==> src/rtl/i2c_pkg.sv <==
// Shared types and the default codec register table for the I2C configuration sequencer.
package i2c_pkg;

  typedef enum logic [2:0] {
    IDLE,
    PWRUP,
    LOAD,
    START,
    WAIT_DONE,
    GAP,
    DONE,
    ERROR
  } state_t;

  typedef logic [15:0] cfg_word_t;

  localparam int TABLE_DEPTH = 32;

  // Entries past the codec setup list are zero so any legal index reads a defined word.
  localparam cfg_word_t CFG_TABLE [TABLE_DEPTH] = '{
    0: 16'h1E00,
    1: 16'h0017,
    2: 16'h0217,
    3: 16'h0479,
    4: 16'h0679,
    5: 16'h0810,
    6: 16'h0A00,
    7: 16'h0C00,
    8: 16'h0E42,
    9: 16'h1201,
    default: 16'h0000
  };

  function automatic int max3(input int a, input int b, input int c);
    int m;
    m = (a > b) ? a : b;
    return (m > c) ? m : c;
  endfunction

endpackage

==> src/rtl/i2c_cfg_rom.sv <==
// Combinational index-to-word lookup into the package configuration table.
module i2c_cfg_rom
  import i2c_pkg::*;
(
  input  logic [4:0] i_index,
  output cfg_word_t  o_word
);

  assign o_word = CFG_TABLE[i_index];

endmodule

==> src/rtl/i2c_cfg_seq.sv <==
// Walks the codec register table after power-up, handing one write per word to an I2C transmitter.
module i2c_cfg_seq
  import i2c_pkg::*;
#(
  parameter logic [6:0] DEV_ADDR       = 7'h1A,
  parameter int         N_REGS         = 10,
  parameter int         PWRUP_CYCLES   = 1000,
  parameter int         GAP_CYCLES     = 64,
  parameter int         ACCEPT_TIMEOUT = 4096
) (
  input  logic        i_clk,
  input  logic        i_rst,
  input  logic        i_go,
  input  logic        i_ready,
  output logic        o_start,
  output logic [6:0]  o_addr,
  output logic        o_mode,
  output logic [15:0] o_reg_data,
  output logic [4:0]  o_index,
  output logic        o_busy,
  output logic        o_done,
  output logic        o_err
);

  // Zero-length waits collapse to a single cycle so every countdown terminates.
  localparam int PWR_EFF = (PWRUP_CYCLES   < 1) ? 1 : PWRUP_CYCLES;
  localparam int GAP_EFF = (GAP_CYCLES     < 1) ? 1 : GAP_CYCLES;
  localparam int TMO_EFF = (ACCEPT_TIMEOUT < 1) ? 1 : ACCEPT_TIMEOUT;
  localparam int CNT_MAX = max3(PWR_EFF, GAP_EFF, TMO_EFF);
  localparam int CNT_W   = (CNT_MAX < 2) ? 1 : $clog2(CNT_MAX);

  localparam logic [CNT_W-1:0] PWR_LD   = CNT_W'(PWR_EFF - 1);
  localparam logic [CNT_W-1:0] GAP_LD   = CNT_W'(GAP_EFF - 1);
  localparam logic [CNT_W-1:0] TMO_LD   = CNT_W'(TMO_EFF - 1);
  localparam logic [4:0]       LAST_IDX = 5'(N_REGS - 1);

  state_t           r_state, w_state_nxt;
  logic [CNT_W-1:0] r_cnt, w_cnt_nxt;
  logic [4:0]       r_index, w_index_nxt;
  logic             r_done, w_done_nxt;
  logic             r_err, w_err_nxt;
  logic             r_start;
  cfg_word_t        r_reg_data;
  cfg_word_t        w_rom_word;
  logic             w_load;

  i2c_cfg_rom u_rom (
    .i_index (r_index),
    .o_word  (w_rom_word)
  );

  always_comb begin
    w_state_nxt = r_state;
    w_cnt_nxt   = r_cnt;
    w_index_nxt = r_index;
    w_done_nxt  = r_done;
    w_err_nxt   = r_err;
    w_load      = 1'b0;
    case (r_state)
      IDLE, DONE, ERROR: begin
        if (i_go) begin
          w_done_nxt  = 1'b0;
          w_err_nxt   = 1'b0;
          w_index_nxt = '0;
          w_cnt_nxt   = PWR_LD;
          w_state_nxt = PWRUP;
        end
      end
      PWRUP: begin
        if (r_cnt == '0) w_state_nxt = LOAD;
        else             w_cnt_nxt   = r_cnt - 1'b1;
      end
      LOAD: begin
        w_load      = 1'b1;
        w_cnt_nxt   = TMO_LD;
        w_state_nxt = START;
      end
      START: begin
        // Acceptance is tested first so a last-cycle handshake is never reported as a timeout.
        if (!i_ready) begin
          w_state_nxt = WAIT_DONE;
        end else if (r_cnt == '0) begin
          w_err_nxt   = 1'b1;
          w_state_nxt = ERROR;
        end else begin
          w_cnt_nxt = r_cnt - 1'b1;
        end
      end
      WAIT_DONE: begin
        if (i_ready) begin
          if (r_index == LAST_IDX) begin
            w_done_nxt  = 1'b1;
            w_state_nxt = DONE;
          end else begin
            w_index_nxt = r_index + 1'b1;
            w_cnt_nxt   = GAP_LD;
            w_state_nxt = GAP;
          end
        end
      end
      GAP: begin
        if (r_cnt == '0) w_state_nxt = LOAD;
        else             w_cnt_nxt   = r_cnt - 1'b1;
      end
      default: w_state_nxt = IDLE;
    endcase
  end

  always_ff @(posedge i_clk) begin
    if (i_rst) begin
      r_state    <= IDLE;
      r_cnt      <= '0;
      r_index    <= '0;
      r_done     <= 1'b0;
      r_err      <= 1'b0;
      r_start    <= 1'b0;
      r_reg_data <= '0;
    end else begin
      r_state <= w_state_nxt;
      r_cnt   <= w_cnt_nxt;
      r_index <= w_index_nxt;
      r_done  <= w_done_nxt;
      r_err   <= w_err_nxt;
      r_start <= (w_state_nxt == START);
      if (w_load) r_reg_data <= w_rom_word;
    end
  end

  assign o_start    = r_start;
  assign o_addr     = DEV_ADDR;
  assign o_mode     = 1'b0;
  assign o_reg_data = r_reg_data;
  assign o_index    = r_index;
  assign o_busy     = !(r_state inside {IDLE, DONE, ERROR});
  assign o_done     = r_done;
  assign o_err      = r_err;

endmodule

==> config.mk <==
export PLATFORM = sky130hd
export DESIGN_NAME = i2c_cfg_seq
export DESIGN_NICKNAME = d
export VERILOG_FILES = /design/src/rtl/i2c_pkg.sv /design/src/rtl/i2c_cfg_rom.sv /design/src/rtl/i2c_cfg_seq.sv
export SDC_FILE = /design/constraint.sdc
export NUM_CORES = 1
export LEC_CHECK = 0
export BUFFER_PORTS_ARGS = -buffer_cell sky130_fd_sc_hd__buf_2
export CORE_MARGIN = 3
export CORE_UTILIZATION = 55
export CTS_BUF_LIST = sky130_fd_sc_hd__clkbuf_4 sky130_fd_sc_hd__clkbuf_8 sky130_fd_sc_hd__clkbuf_16
export DETAILED_ROUTE_END_ITERATION = 10
export GPL_TIMING_DRIVEN = 0
export PLACE_DENSITY = 0.78
export SLEW_MARGIN = 20
export SYNTH_ARGS = -nofsm -noshare
export SYNTH_HDL_FRONTEND = slang
export SYNTH_HIERARCHICAL = 1
export SYNTH_SLANG_ARGS = --single-unit
==> constraint.sdc <==
create_clock -name i_clk -period 2.6 [get_ports i_clk]
set_clock_uncertainty 0.2 [all_clocks]
set_input_delay 0.26 -clock i_clk [delete_from_list [all_inputs] [get_ports i_clk]]
set_output_delay 0.26 -clock i_clk [all_outputs]
set_load 0.05 [all_outputs]
* Word level (Yosys, flattened, before mapping)
Memory sizes are Yosys's and may differ from the RTL's. A register that Yosys moved wholly into a read port is not among the register bits. Cells that the tools add are included. W data, S select, Z words.
Word-level totals: register bits after elaboration 23, bits in read-only memories 512, bits of input ports 4, output and inout bits 33, word-level logic and storage cells 62, memories kept 1
Cells by class: $add $sub $neg 2, eq/ne operators 15, mux-type cells 25, bitwise gates (word level) 1, reductions and logical operators 12
Memory list:
- (name not given) | words 32, width 16, rd ports 1, clocked after Yosys merged registers in 1, write ports 0, RTL line i2c_cfg_rom.sv:9 | assign o_word = CFG_TABLE[i_index];
Operators by type and width (count):
- $mux W12 | 5
- $pmux W12 S5 | 1
- $reduce_and A4 Y1 | 4
- $mux W3 | 5
- $mux W5 | 3
- $pmux W3 S5 | 1
- $eq A3 B3 Y1 const B | 4
- $logic_not A12 Y1 | 1
- $ne A2 B2 Y1 const B | 6
- $sub A12 B1 Y12 const B | 1
- $pmux W5 S2 | 1
- $eq A3 B2 Y1 const B | 3
- $mux W1 | 6
- $not A5 Y6 | 1
- $add A5 B1 Y5 const B | 1
- $eq A5 B4 Y1 const B | 1
- $pmux W1 S2 | 2
- $reduce_bool A2 Y1 | 2
- $eq A3 B1 Y1 const B | 1
- $logic_not A3 Y1 | 1
- $reduce_bool A3 Y1 | 1
- $reduce_or A3 Y1 | 1
- $mux W2 | 1
- $reduce_or A2 Y1 | 1
- $logic_not A1 Y1 | 1

* Depth between registers and ports, before layout
word-level depth 5, mapped depth 8

* Modules after synthesis
Netlist, hierarchy kept.
Modules (own cells, without submodules):
- i2c_cfg_seq | times used 1, cells an instance 261, area each 2047.0 sq um, seq. area each 780.7 sq um
- i2c_cfg_rom | times used 1, cells an instance 41, area each 295.3 sq um, seq. area each 0.0 sq um

* Worst setup path before layout
Ideal clock, no wire load.
path kind reg2reg, start register r_index[0] (netlist: o_index[0]), end register r_cnt[11], arrival 1.978 ns, setup slack 0.303 ns, stages on the path, launching flop included 7, path buffers 0, period minus slack after synthesis 2.297 ns, cells stage by stage dfxtp_1 > ha_1 > nand4bb_1 > a21oi_1 > o32ai_2 > and2_1 > o221a_2
Between the ends: longest elaborated chain between the ends 3
RTL lines:
- from (decl) | RTL line i2c_cfg_seq.sv:39 | logic [4:0] r_index, w_index_nxt;
- from (signal assigned) | RTL line i2c_cfg_seq.sv:121 | r_index <= w_index_nxt;
- $eq A5 B4 Y1 | RTL line i2c_cfg_seq.sv:91 | if (r_index == LAST_IDX) begin
- $ne A2 B2 Y1 (no source line)
- $reduce_and A4 Y1 (no source line)
- to (signal assigned) | RTL line i2c_cfg_seq.sv:120 | r_cnt <= w_cnt_nxt;
- to (decl) | RTL line i2c_cfg_seq.sv:38 | logic [CNT_W-1:0] r_cnt, w_cnt_nxt;
Every way passes these cells. A chain may end at the register's enable or synchronous reset.

* Worst setup path after layout
start register r_index[1] (netlist: o_index[1]), end register r_cnt[2]
The elaborated chain is that of the path after synthesis.

==> flow_summary.toml <==
[synth]
ys_types = 55
synth_edf_count = 0
synth-main-ff-cell = "dfxtp_1"
syn_area_sq_um = 2340
yosysWarnings = 6
synth_seq_cells = 39
avgSynthCellArea_sq_um = 7.76
yosysSeqAreaShare_pct = 33.3
ys_async_sr_fraction_pct = 0
netlist_instances = 302

[global_route]
grt_pass1_wl_mm = 8.76
grt_max_degree = 14
gr-usage-met3_pct = 6.31
met2_usage_pct = 32.3
grtUsageTotal_pct = 21.4
grt_util_met1_pct = 28.4
grt.overflow.total = 0
antenna_found_initial = 0
grt-busiest-layer = "met2"
grt_pass1_vias = 1915

[pwr]
power_frac_comb_pct = 25.1
power.switching_uw = 528
clock_power_share_pct = 31.9
leakage_uw = 0.00112
peakVddDrop_mv = 0.370
seqPwrFrac_pct = 42.9
switching_share_pct = 33.0
p_int_uw = 1070
p_per_area_nw_per_um2 = 596

[worst_setup_path]
crit_path_end_kind = "flop"
r2r_end = "r_cnt[2]"
rrSetupSlack_ns = 0.30
worstSetupPathType = "reg2reg"
r2r_start = "o_index[1]"
critPathArrivalTime_ns = 2.30
r2r_cells = 8
start_kind = "flop"
worstPathMaxFanout = 10
worstPathRequired_ns = 2.60

[placed_design]
detailed_place_hpwl_mm = 3.74
place_area_sq_um = 2570
gp_congestion = 0.891
port_buffers = 26

[min_path]
hold_path_depth = 2
hold_path.startpoint = "i_rst"
min_to = "r_state[0]"
hp-class = "in2reg"

[die]
initial_core_util_pct = 57.7
core_sq_um = 4060
io_pins = 37
fp.dieW_microns = 71.3
die_h_microns = 71.3
dieArea_sq_um = 5080
rows = 23

[clock_tree]
clock-sinks = 39
clock_path_buffers = 2
post_cts_buffers = 0
clkTransAtPathRegs_ns = 0.08
cts_tree = "done"
cts_max_level = 2
postCtsHoldBufs = 0
cts_resized = 0
clk_latency_ns = 0.30
clockRootBuffer = "clkbuf_8"
cts_made_buffers = 5

[sta]
rsz0062_at_grt = "false"
slew_headroom_pct = 42.2
worst_pin_slew_ns = 0.861
post-route-min-period_ns = 2.30
max_freq_mhz = 435
period_share_pct = 88.4
finalSetupViolations = 0
maxSlewViolCount = 0
hold_violations = 0
setup_tns_ns = 0

[routing]
dr.pass1.iters = 7
ant_nets = 0
drt_iter0_drc = 200
drcViolationCount = 0
viasPerCell = 5.46
routed_wl_mm = 5.31
avgRoutedWirePerCell_microns = 13.4
dr_total_vias = 2164

[layout]
layout_commonest_cell = "nand2_1"
antenna_cells = 0
final_cell_mix = "nand2_1, dfxtp_1, a21oi_1"
final_nets = 357
layout-drive-gt1-share_pct = 21.7
syn_to_final_growth_pct = 14.6
postLayoutCellArea_sq_um = 2690

[job]
cap_viol_max_count = 0

[outcome]
status = "completed"
==> metal layers <==
layer | wire length, microns | vias to the layer above
met4 | 83 | 0
li1 | - | 1119
met3 | 353 | 8
met1 | 2470 | 971
met5 | 0 | -
met2 | 2400 | 66
==> cell type report <==
type                       instances  area [sq um]
inverter                          10          37.5
multi-input combinational        230          1360
tap                               50          62.6
buffer                            33           200
timing repair buffer              26           130
clock inverter                     3          43.8
sequential                        39           781
fill                             351          1370
clock buffer                       5          68.8
==> through the flow <==
stage	worst slack [ns]	util, %	power [uW]	hold slack (ns)	std cells
2_1_floorplan	0.303	-	1020	0.146	312
3_3_place_gp	0.373	63.4	1090	0.240	388
3_5_place_dp	0.342	63.4	1090	0.243	388
4_1_cts	0.331	66.2	1610	0.0469	396
5_1_grt	0.161	66.2	1680	0.0625	396
6_report	0.303	66.2	1600	0.0714	396
==> sequential cells by signal, summed over array words and instances, names as in the netlist <==
signal      count
o_err           1
r_cnt          12
o_reg_data     16
o_done          1
r_state         3
o_index         5
o_start         1
==> worst max path at each step <==
stage	cells after the start	from	endpoint	slack (ns)
after floorplan	6	o_index[0]	r_cnt[11]	0.30
after global placement	8	o_index[1]	r_cnt[6]	0.37
after detailed placement	8	o_index[1]	r_cnt[8]	0.34
after CTS	8	o_index[1]	r_cnt[5]	0.33
after global routing	7	r_cnt[0]	r_cnt[10]	0.16
final	8	o_index[1]	r_cnt[2]	0.30
==> Yosys cell counts, types with 4 or more instances <==
master	count	area [sq um]
a21oi_1	37	185
buf_2	7	35.0
o21ai_0	10	50.1
xnor2_1	4	35.0
ha_1	8	100
inv_1	8	30.0
nand2_1	46	173
a211oi_1	6	45.0
or3_1	5	31.3
nor3_1	7	35.0
a31oi_1	9	56.3
nor2b_1	4	25.0
nor2_1	22	82.6
nand2b_1	4	25.0
dfxtp_1	39	781
nand3_1	5	25.0
clkbuf_1	9	33.8
buf_4	16	120
==> kinds of logic after synthesis <==
kind of cell    share of synthesized area [%]
fa+ha+maj                                4.27
mux                                      1.28
simple gates                             26.0
other cells                             0.481
buf+inv                                  10.1
xor+xnor                                 1.50
compound gates                           23.0
flops                                    33.3
==> critical path, stage by stage (launching register included) <==
cell and delay [ns]:
dfxtp_1 0.52, inv_1 0.08, ha_1 0.19, nand4bb_1 0.21, a21oi_1 0.15, o32ai_2 0.19, buf_2 0.30, a31oi_1 0.11
a311oi_1 0.25
==> power groups by stage <==
stage / registers, uW / logic [uW] / clock network (uW)
floorplan: 711 / 307 / 0
global placement: 698 / 389 / 0
detailed placement: 699 / 395 / 0
CTS: 686 / 397 / 522
global route: 694 / 445 / 544
finish: 687 / 403 / 511
Note: power is estimated with default switching activity, not from simulation.
